$ cat src/rtl/pe_arb_mux.sv
// N-channel priority-select data mux with a registered output word, valid/ready
// handshake, fixed-priority or round-robin arbitration and a per-channel one-cycle ack.
module pe_arb_mux #(
  parameter int N     = 8,
  parameter int WIDTH = 8,
  parameter int IDXW  = 3
) (
  input  logic               clk,
  input  logic               rst_n,
  input  logic [N-1:0]       req,
  input  logic [N*WIDTH-1:0] din,
  input  logic               mode,
  input  logic               out_ready,
  output logic [WIDTH-1:0]   out,
  output logic               out_valid,
  output logic [IDXW-1:0]    grant,
  output logic [N-1:0]       ack,
  output logic               none
);

  typedef enum logic {
    IDLE = 1'b0,
    HOLD = 1'b1
  } state_e;

  localparam logic [IDXW-1:0] LAST_IDX = IDXW'(N - 1);
  localparam logic [N-1:0]    ACK_ONE  = {{(N-1){1'b0}}, 1'b1};

  state_e            state_q, state_d;
  logic [WIDTH-1:0]  out_q, out_d;
  logic [IDXW-1:0]   grant_q, grant_d;
  logic [N-1:0]      ack_q, ack_d;
  logic [IDXW-1:0]   ptr_q, ptr_d;

  logic [N-1:0]      elig;
  logic [IDXW-1:0]   fp_win;
  logic [IDXW-1:0]   rr_win;
  logic              rr_found;
  logic [IDXW-1:0]   rr_idx;
  logic [IDXW-1:0]   winner;
  logic [WIDTH-1:0]  sel_data;
  logic              load;

  // The channel acked this cycle is masked so a source that drops req one
  // cycle late is never granted twice for the same word.
  assign elig = req & ~ack_q;
  assign none = ~|elig;

  // NOTE: every signal driven in an always_comb gets a default before any
  // branch; a path that leaves one unassigned would infer a latch.
  always_comb begin
    fp_win = '0;
    for (int i = 0; i < N; i++) begin
      if (elig[i]) fp_win = IDXW'(i);
    end
  end

  // Upward scan from ptr; the wrap is an explicit compare so non-power-of-two
  // N never produces an index beyond N-1.
  always_comb begin
    rr_win   = '0;
    rr_found = 1'b0;
    rr_idx   = ptr_q;
    for (int k = 0; k < N; k++) begin
      if (!rr_found && elig[rr_idx]) begin
        rr_found = 1'b1;
        rr_win   = rr_idx;
      end
      rr_idx = (rr_idx == LAST_IDX) ? '0 : rr_idx + 1'b1;
    end
  end

  assign winner = mode ? rr_win : fp_win;

  always_comb begin
    sel_data = '0;
    for (int i = 0; i < N; i++) begin
      if (winner == IDXW'(i)) sel_data = din[i*WIDTH +: WIDTH];
    end
  end

  assign load = ((state_q == IDLE) || out_ready) && !none;

  always_comb begin
    state_d = state_q;
    out_d   = out_q;
    grant_d = grant_q;
    ptr_d   = ptr_q;
    ack_d   = '0;
    if (load) begin
      state_d = HOLD;
      out_d   = sel_data;
      grant_d = winner;
      ack_d   = ACK_ONE << winner;
      ptr_d   = (winner == LAST_IDX) ? '0 : winner + 1'b1;
    end else if (state_q == HOLD && out_ready) begin
      // Drained with nothing eligible: out and grant keep their last values.
      state_d = IDLE;
    end
  end

  // NOTE: sequential state uses non-blocking assignments so every register
  // samples the pre-edge value of every other register.
  always_ff @(posedge clk or negedge rst_n) begin
    if (!rst_n) begin
      state_q <= IDLE;
      out_q   <= '0;
      grant_q <= '0;
      ack_q   <= '0;
      ptr_q   <= '0;
    end else begin
      state_q <= state_d;
      out_q   <= out_d;
      grant_q <= grant_d;
      ack_q   <= ack_d;
      ptr_q   <= ptr_d;
    end
  end

  assign out       = out_q;
  assign out_valid = (state_q == HOLD);
  assign grant     = grant_q;
  assign ack       = ack_q;

endmodule

$ cat config.mk
export PLATFORM = sky130hd
export DESIGN_NAME = pe_arb_mux
export DESIGN_NICKNAME = d
export VERILOG_FILES = /design/src/rtl/pe_arb_mux.sv
export SDC_FILE = /design/constraint.sdc
export NUM_CORES = 1
export LEC_CHECK = 0
export ABC_AREA = 1
export BUFFER_PORTS_ARGS = -buffer_cell sky130_fd_sc_hd__buf_4
export CORE_ASPECT_RATIO = 1.4
export CORE_MARGIN = 2
export CORE_UTILIZATION = 56
export CTS_CLUSTER_SIZE = 8
export DETAILED_ROUTE_END_ITERATION = 6
export GPL_ROUTABILITY_DRIVEN = 0
export PLACE_DENSITY = 0.89
export SLEW_MARGIN = 20
export SYNTH_ARGS = -nofsm -noshare
export SYNTH_HDL_FRONTEND = slang
export SYNTH_SLANG_ARGS = --single-unit
$ cat constraint.sdc
create_clock -name clk -period 12.8 [get_ports clk]
set_input_delay 3.84 -clock clk [delete_from_list [all_inputs] [get_ports clk]]
set_output_delay 3.84 -clock clk [all_outputs]
set_load 0.02 [all_outputs]
==> metrics.txt <==
fmax approximately 110 MHz; Final period util a little over two thirds; area growth from synthesis to layout 25.6%; Via Count 3647; worst hold endpoint out[4]; max-cap violations 0; reg2reg end out[1]; synthesized area per cell roughly 5.6 sq um; cell total after placement approximately 670; Hold Path Class reg2reg; design area between 3000 and 4000 sq um; WHS 0.507 ns; vias in the first global route around 3.3k; CP required between 8 and 9 ns; final count of hold timing violations 0; Post-Synth Adder-Cell Area around 4.3%; residual DRC count 0; core area 5120 sq um; largest family of logic cells by synthesized area simple AND/OR/NAND/NOR gates; Port Buffers 96; Final setup viols 0; hold path start out[4]; Wirelength per Cell 13.5 microns; setup bufs post-CTS 0; Max FO, Critical Path 5; CP max stage cell nor4_1; Net Count, Synth approximately 610; DR pass1 iterations 6; Critical Path Stages 7; R2R Path Start ptr_q[0]; # H-tree levels 1; mux cell area share after synthesis 0%; Area after DPL 3650 sq um; clock tree buffer depth 2; # rows 31; kind of critical path in2out; Synth top area share between 20% and 30%; Inserted Clock Buffers 3; Initial Util ~57%; max-slew violations 0; Worst-Margin Slew 0.869 ns; global-route wire length before repair approximately 15000 microns; Synth Area in Compound Gates 7.49%; die height 89.8 microns; CP delay by family, top simple AND/OR/NAND/NOR gates; die area around 5900 sq um; share of layout cells above drive strength 1 between 20% and 30%; post-synthesis simple-gate area fraction 54.2%; Post-Syn Area 2940 sq um; Synth Area in XOR/XNOR 0%; GR Overflow Total 0; CTS tree built; RSZ-0062 raised after global routing no; footprint of the multi-input gates a little under 2000 sq um; iteration-0 DRC count of the detailed router between 300 and 400; pin count of the biggest net entering global routing 26; Worst slew margin between 40% and 50%; CTS root buffer clkbuf_8; clock skew between 0.003 and 0.004 ns; Yosys reg bits 23; Synth area leader nand2_1; CP peak stage delay around 0.43 ns; CP Capture Type output port; Register-to-Register Path Depth 28; WP buf/inv 3; setup_tns 0 ns; Total GRT Usage between 30% and 40%; commonest cells after routing, fill and taps aside 193 x nand2_1, 96 x buf_4, 81 x inv_1, 53 x nand3_1, 44 x nor2_1; fin cells ~670; WL final about 9000 microns; outcome finished, final reports clean; Worst-Skew Late Latency between 0.2 and 0.3 ns; CP Launch Type primary input; Clk pin slew, worst setup/hold paths ~0.080 ns; # fillers slightly below 500; cell-by-cell trace of the critical path buf_4, nand2_1, nand2_1, nor2_1, inv_1, nor4_1, buf_4; initial antenna violation count 0; CTS Hold Bufs 0; Worst EP arrival slightly above 5 ns; Netlist cell types 35; Final min period roughly 8.9 ns; Register Area about 580 sq um; nets 690; diodes inserted 0; DPL Wire Length ~7300 microns; Ys Warns 0; hold depth 2; leading cell type in the layout, fill and taps excluded nand2_1; r2r setup slk between 7 and 8 ns; register area share after synthesis about 20%; vias per cell 5.45; DIE WIDTH about 65 microns; DRT antenna net count 0; cells after synthesis 521; I/O pins 97; largest cells by area after synthesis nand2_1 25%, dfrtp_1 20%, inv_1 10%; Resized cells post-CTS 0; clock sinks 23
[final cells by class]
| cell class | instances | area share (%) |
|---|---|---|
| Timing Repair Buffer | 96 | 19.5 |
| Clock inverter | 1 | 0.136 |
| Multi-Input combinational cell | 393 | 52.5 |
| Tap cell | 66 | 2.24 |
| Sequential cell | 23 | 15.6 |
| Inverter | 87 | 8.91 |
| Clock buffer | 3 | 1.12 |
[synthesized netlist by cell type, drive strengths merged]
cell    number
o21ai       21
nor4         1
a21oi        2
nand2      203
o22ai        3
nor2        51
clkbuf      10
o21a         1
nor3b        1
a22o         7
nand3b       1
inv         86
dfrtp       23
nor3         2
ha          10
buf          8
clkinv       1
and2         2
nand4       28
a21boi       1
a32o         1
nand3       58
[per-layer routing]
metal  share of wire, %  wire length (microns)  GRT usage [%]
met4                3.8                    344           10.8
met2                 54                   4870           58.7
met5                  0                      0              0
met3                6.9                    621           3.13
met1                 35                   3180           33.3
[cells by family (layout without fill, tap and decap cells)]
kind of cell,after synthesis,in the layout
AND/OR/NAND/NOR,347,347
buffers and inverters,105,187
AO/OA/AOI/OAI,36,36
flip-flops,23,23
adder cells (fa/ha/maj),10,10
[per-stage QoR]
step | worst slack (ns) | util [%]
after global placement | 4.08 | 71.2
after CTS | 4.02 | 72.1
final | 3.91 | 72.1
after detailed placement | 4.02 | 71.2
after floorplan | 4.04 | -
after global routing | 3.89 | 72.1
[worst max-delay path by stage]
stage | to | startpoint | slack [ns]
after detailed placement | none | req[5] | 4.02
after global routing | none | req[5] | 3.89
after global placement | none | req[5] | 4.08
after floorplan | none | req[5] | 4.04
final | none | req[5] | 3.91
after CTS | none | req[5] | 4.02
[worst reg2reg max path: cells and delay by family (launching register included)]
family                     cells  cell delay [ns]
AOI/OAI and AO/OA              2             0.48
and+or+nand+nor               19             2.36
DFF                            1             0.50
buffers and inverters          3             0.47
adders and majority gates      4             1.66
[registers in the layout, indices dropped and copies added (netlist names)]
signal     flops
grant          3
ptr_q          3
ack            8
out            8
out_valid      1
Power is left out: the tool's default activity adds up to more than one toggle a clock period on the data nets, which glitch-free logic cannot reach.
